[src/rtl/sm_mac_accumulator.sv]
// Sequential sign-magnitude accumulator: sums a frame of terms into one wider result.
// Optional build macro SM_ACC_SAT_EN: clamp magnitude on overflow instead of wrapping.
//
// state  | meaning
// ACCUM  | accepting terms, in_ready=1
// DONE   | holding frame result, out_valid=1 until out_ready
module sm_mac_accumulator #(
  parameter int DATA_W  = 16,
  parameter int N_TERMS = 4,
  parameter int ACC_W   = 18
) (
  input  logic                           clk,
  input  logic                           rst_n,
  input  logic                           clear,
  input  logic                           in_valid,
  output logic                           in_ready,
  input  logic [DATA_W-1:0]              in_data,
  input  logic                           in_last,
  output logic                           out_valid,
  input  logic                           out_ready,
  output logic [ACC_W-1:0]               out_data,
  output logic                           out_ovf,
  output logic [$clog2(N_TERMS+1)-1:0]   out_count
);

  localparam int MW = ACC_W - 1;
  localparam int CW = $clog2(N_TERMS + 1);

  localparam logic [0:0] S_ACCUM = 1'b0;
  localparam logic [0:0] S_DONE  = 1'b1;

  logic [0:0]    state;
  logic          acc_sign;
  logic [MW-1:0] acc_mag;
  logic [CW-1:0] count;
  logic          ovf;

  logic [MW-1:0] t_mag;
  logic          t_sign;
  logic [MW:0]   sum_ext;
  logic [MW-1:0] nxt_mag;
  logic          nxt_sign;
  logic          add_ovf;
  logic [CW-1:0] count_inc;
  logic          accept;
  logic          frame_end;

  assign in_ready  = (state == S_ACCUM);
  assign out_valid = (state == S_DONE);
  assign accept    = in_valid && in_ready;

  // A -0 term is folded to +0 here so the add below never sees a negative zero.
  assign t_mag     = MW'(in_data[DATA_W-2:0]);
  assign t_sign    = in_data[DATA_W-1] && (t_mag != '0);
  assign sum_ext   = {1'b0, acc_mag} + {1'b0, t_mag};
  assign count_inc = count + CW'(1);
  assign frame_end = in_last || (count_inc == CW'(N_TERMS));

  always_comb begin
    nxt_mag  = acc_mag;
    nxt_sign = acc_sign;
    add_ovf  = 1'b0;
    if (t_sign == acc_sign) begin
      nxt_mag = sum_ext[MW-1:0];
      add_ovf = sum_ext[MW];
`ifdef SM_ACC_SAT_EN
      if (sum_ext[MW]) nxt_mag = '1;
`endif
    end else if (t_mag > acc_mag) begin
      nxt_mag  = t_mag - acc_mag;
      nxt_sign = t_sign;
    end else begin
      nxt_mag  = acc_mag - t_mag;
    end
    if (nxt_mag == '0) nxt_sign = 1'b0;
  end

  always_ff @(posedge clk or negedge rst_n) begin
    if (!rst_n) begin
      state     <= S_ACCUM;
      acc_sign  <= 1'b0;
      acc_mag   <= '0;
      count     <= '0;
      ovf       <= 1'b0;
      out_data  <= '0;
      out_ovf   <= 1'b0;
      out_count <= '0;
    end else if (clear) begin
      state    <= S_ACCUM;
      acc_sign <= 1'b0;
      acc_mag  <= '0;
      count    <= '0;
      ovf      <= 1'b0;
    end else begin
      case (state)
        S_ACCUM: begin
          if (accept) begin
            if (frame_end) begin
              state     <= S_DONE;
              out_data  <= {nxt_sign, nxt_mag};
              out_ovf   <= ovf | add_ovf;
              out_count <= count_inc;
              acc_sign  <= 1'b0;
              acc_mag   <= '0;
              count     <= '0;
              ovf       <= 1'b0;
            end else begin
              acc_sign <= nxt_sign;
              acc_mag  <= nxt_mag;
              count    <= count_inc;
              ovf      <= ovf | add_ovf;
            end
          end
        end
        S_DONE: begin
          if (out_ready) state <= S_ACCUM;
        end
        default: state <= S_ACCUM;
      endcase
    end
  end

endmodule
[config.mk]
export PLATFORM = sky130hd
export DESIGN_NAME = sm_mac_accumulator
export DESIGN_NICKNAME = d
export VERILOG_FILES = /design/src/rtl/sm_mac_accumulator.sv
export SDC_FILE = /design/constraint.sdc
export NUM_CORES = 1
export LEC_CHECK = 0
export BUFFER_PORTS_ARGS = -buffer_cell sky130_fd_sc_hd__clkbuf_2
export CORE_MARGIN = 2
export CORE_UTILIZATION = 65
export DETAILED_ROUTE_END_ITERATION = 6
export PLACE_DENSITY = 0.87
export SLEW_MARGIN = 20
export SYNTH_ARGS = -nofsm -noshare
export SYNTH_HDL_FRONTEND = slang
export SYNTH_SLANG_ARGS = --single-unit
[constraint.sdc]
create_clock -name clk -period 7.4 [get_ports clk]
set_clock_uncertainty 0.15 [all_clocks]
set_input_delay 2.22 -clock clk [delete_from_list [all_inputs] [get_ports clk]]
set_output_delay 2.22 -clock clk [all_outputs]
set_load 0.05 [all_outputs]
After elaboration in Yosys (flattened, before gate mapping) --
Cells that the tools add are included. W data, S select, Z words.
Operators by class: $lt $le $gt $ge 1, equal/unequal tests 3, bitwise gates (word level) 3, reductions and logical operators 8, mux-type cells 27, add/subtract/negate cells 4
Operators by type and width (count):
- $mux W17 | 6
- $add A17 B15 Y18 | 1
- $gt A15 B17 Y1 | 1
- $logic_not A17 Y1 | 1
- $reduce_bool A17 Y1 | 1
- $sub A15 B17 Y17 | 1
- $sub A17 B15 Y17 | 1
- $mux W1 | 16
- $mux W3 | 4
- $reduce_and A4 Y1 | 1
- $add A3 B1 Y3 const B | 1
- $eq A3 B3 Y1 const B | 1
- $logic_and A1 B1 Y1 | 2
- $ne A2 B2 Y1 const B | 1
- $not A1 Y1 | 2
- $pmux W1 S2 | 1
- $reduce_and A2 Y1 | 1
- $reduce_bool A2 Y1 | 1
- $eq A1 B1 Y1 | 1
- $logic_or A1 B1 Y1 | 1
- $or A1 B1 Y1 | 1
Word-level totals: bits in registers 45

Logic depth before layout (Yosys ltp) --
depth after elaboration 10, gate-level depth with buffers 16, mapped depth without buffers 14

Worst setup path after synthesis --
OpenSTA, ideal clock, no wires.
path kind input -> register, from input port in_data[8], to register acc_sign, path buffers 2, required time 7.121 ns, slack 2.112 ns, arrival 5.009 ns, cell stages on the path 15, cell sequence inv_1 > ha_1 > buf_6 > a21oi_2 > o31ai_1 > nor3b_1 > or3b_4 > o21a_1 > buf_6 > or4_1 > nand4_1 > and4_1 > nand4_1 > a2111oi_2 > nor2_1
On the way: word-level cells in the longest chain between the ends 10
RTL lines:
- from (decl) | line 17 | input logic [DATA_W-1:0] in_data,
- parallel branches: the longest is 5 deep, another holds $sub A17 B15 Y17
- $mux W1 (*) | line 75 | if (nxt_mag == '0) nxt_sign = 1'b0;
- $mux W1 (*) | line 98 | if (frame_end) begin
- $mux W1 (*) | line 97 | if (accept) begin
- $mux W1 (*) | line 95 | case (state)
- $mux W1 (*) | line 88 | end else if (clear) begin
- to (signal assigned) | line 108 | acc_sign <= nxt_sign;
- to (decl) | line 33 | logic acc_sign;
Every way passes the cells marked *. The select of a mux whose other input is x is not followed. A chain may end at the register's enable or synchronous reset.

Worst setup path after layout --
from input port in_data[7], to register acc_sign
The elaborated chain is that of the path after synthesis.

==> impl_metrics.toml <==
[run_status]
status = "complete, no violations"

[clock_network]
worstSkewPairLatency_ns = 0.30
path_clk_slew_ns = 0.08
cts_buffers = 5
htreeDepth = 2
cts_hold_buf = 0
root_buffer = "clkbuf_8"
cts_tree = "built"
cts_resized = 0
post_cts_buffers = 0
clk_path_buf_depth = 2
clock_sinks = 45

[grt]
use_met2_pct = 53.4
grt_max_degree = 46
met1_usage_pct = 45.7
grt_use_met3_pct = 7.11
busiest_layer = "met2"
grt_pass1_wl_um = 20200
grt_antenna_before_repair = 0
gr-total-overflow = 0
grt_pass1_vias = 4114
track_usage_pct = 34.0

[detailed_routing]
drc = 0
detail_route.first_pass.iterations = 5
routedWlPerCell_um = 19.0
ant_nets = 0
via_per_inst = 6.68
drt_iter0_drc = 359
routed_wl_um = 12500
dr_total_vias = 4387

[logic_synthesis]
syn_area_um2 = 4480
synth_compound_area_share_pct = 25.8
synth_fa_ha_area_share_pct = 14.5
netlist_instances = 550
synth.area.mux_share_pct = 4.05
synth-edff-count = 0
yosys.area.top_type = "dfrtp_1"
synth-seq-cells = 45
ys_warn_count = 0
syn_nets = 622
synthFlopType = "dfrtp_1"
synth_top_family_by_area = "compound AO/OA/AOI/OAI gates"
yosysSeqAreaShare_pct = 25.1
synth.top_cell.area_share_pct = 25.1
yosysUniqueCellTypes = 73
yosys.area_share.simple_pct = 22.3
async_flop_share_pct = 100
yosys-top-cells-area = "dfrtp_1 25%, ha_1 13%, o21ai_0 5.3%"
synth_xor_area_share_pct = 0.950
syn_area_per_cell_um2 = 8.14

[worst_setup_path]
crit_required_ns = 7.48
start_kind = "input pin"
path_class = "input pin to register"
arrival_ns = 6.23
worstPathMaxFanout = 19
end_kind = "register"

[cells_and_area]
finish.instance_area_um2 = 4790
layout.nets = 649
syn2layout_area_growth_pct = 7.04
fillers = 524
drive_above_1_share_pct = 15.3
layout_common_cells = "50 x nand2_1, 47 x inv_1, 47 x o21ai_0, 47 x ha_1, 45 x dfrtp_1"
final_common_cell = "nand2_1"
final_cells = 657
n_antenna_cell = 0

[power]
irDropWorstVdd_v = 0.000241
p_per_area_nw_per_um2 = 209
total_power_mw = 1.00
power_leakage_nw = 2.28

[min_path]
hp-class = "register to register"

[timing]
fmax_mhz = 163
hold_viol = 0
min_period_over_period_pct = 83.1
slew_headroom_pct = 22.7
tns_ns = 0
rsz0062_at_grt = "false"
report.final.slew_viol_count = 0
period_minus_slack_ns = 6.15
setup_viol = 0
worstMarginPinSlew_ns = 1.15

[die]
rows = 30
ios = 46
coreArea_um2 = 6720
initial_core_util_pct = 66.6
die-width_um = 87
die_y_um = 87
die_area_um2 = 7570

[place]
finalWeightedCongestion = 0.970
place_area_um2 = 4700
io_buffers = 45
dp.cells = 650
hpwlAfterDp_um = 9640

[flow_run]
maxCapViolations = 0
[Yosys cell counts (3+ instances only)]
master / instances
nand2_1: 50
ha_1: 47
inv_1: 47
o21ai_0: 47
dfrtp_1: 45
nor2_1: 37
a21oi_1: 31
clkbuf_1: 16
nor3_1: 16
nand3_1: 14
nand2b_1: 13
nor2b_1: 10
nor4_1: 10
a21o_1: 9
mux2_2: 9
a22o_1: 8
buf_2: 8
mux2i_1: 8
o211ai_1: 8
or3_1: 8
a211oi_1: 7
and3_1: 7
nand4_1: 6
o21a_1: 6
o31ai_1: 6
buf_6: 4
o2111ai_1: 4
a31oi_1: 3
a41oi_1: 3
fa_1: 3
o21bai_1: 3
o31a_1: 3
[final cells by class]
| cell class | count | area (µm²) | share of cell area [%] |
|---|---|---|---|
| clock inverter | 1 | 7.51 | 0.157 |
| multi-input combinational | 429 | 3050 | 63.5 |
| timing repair buffer | 49 | 255 | 5.32 |
| sequential | 45 | 1130 | 23.5 |
| tap | 80 | 100 | 2.09 |
| clock buffer | 6 | 82.6 | 1.72 |
| inverter | 47 | 176 | 3.68 |
[state kept, by name (all words and copies together) (netlist names)]
register	cells
count	3
out_data	18
out_count	3
out_valid	1
acc_sign	1
acc_mag	17
ovf	1
out_ovf	1
[critical path, stage by stage]
cell	delay, ns
clkbuf_2	0.13
inv_1	0.05
ha_1	0.52
inv_1	0.17
o31ai_1	0.47
nor3b_1	0.24
or3b_4	0.19
o21a_1	0.60
a21oi_1	0.08
a2111oi_1	0.90
and4bb_2	0.32
nand4_1	0.11
a2111oi_2	0.07
nor2_1	0.13
[where the power goes]
part	switching, mW	leakage [nW]	internal (mW)	total (mW)
Sequential	0.0341	0.590	0.289	0.323
Clock	0.0780	0.0433	0.0738	0.152
Combinational	0.370	1.64	0.157	0.527
[through the flow]
step           utilization, %  worst slack, ns  hold WS (ns)
6_report                 71.3             1.25         0.330
3_3_place_gp             70.0            0.984         0.314
4_1_cts                  71.3             1.31         0.337
2_1_floorplan               -             2.11         0.300
5_1_grt                  71.3            0.833         0.389
3_5_place_dp             70.0            0.995         0.320
[per-layer routing]
layer  routed length [µm]  part of all wire, %
met5                    0                    0
met4                  435                  3.5
met3                 1250                   10
met2                 5680                   45
met1                 5130                   41
[cells by family after synthesis]
kind of cell | Yosys count
buffers and inverters | 76
AO/OA/AOI/OAI | 168
XOR/XNOR | 4
multiplexers | 17
flip-flops | 45
adder cells (fa/ha/maj) | 50
AND/OR/NAND/NOR | 190
[path summary, 6_finish.rpt]
check                      slack [ns]     endpoint   startpoint  depth (start not counted)
min reg2reg                      0.33  out_data[2]  out_data[2]                          2
max in group asynchronous        4.61   acc_mag[1]        rst_n                          1
min                              0.33  out_data[2]  out_data[2]                          2
max                              1.25     acc_sign   in_data[7]                         14
min in group asynchronous        1.91  acc_mag[16]        rst_n                          1
max reg2reg                      2.87     acc_sign   acc_mag[7]                         12
No activity file was read; power rests on OpenSTA's default activity.
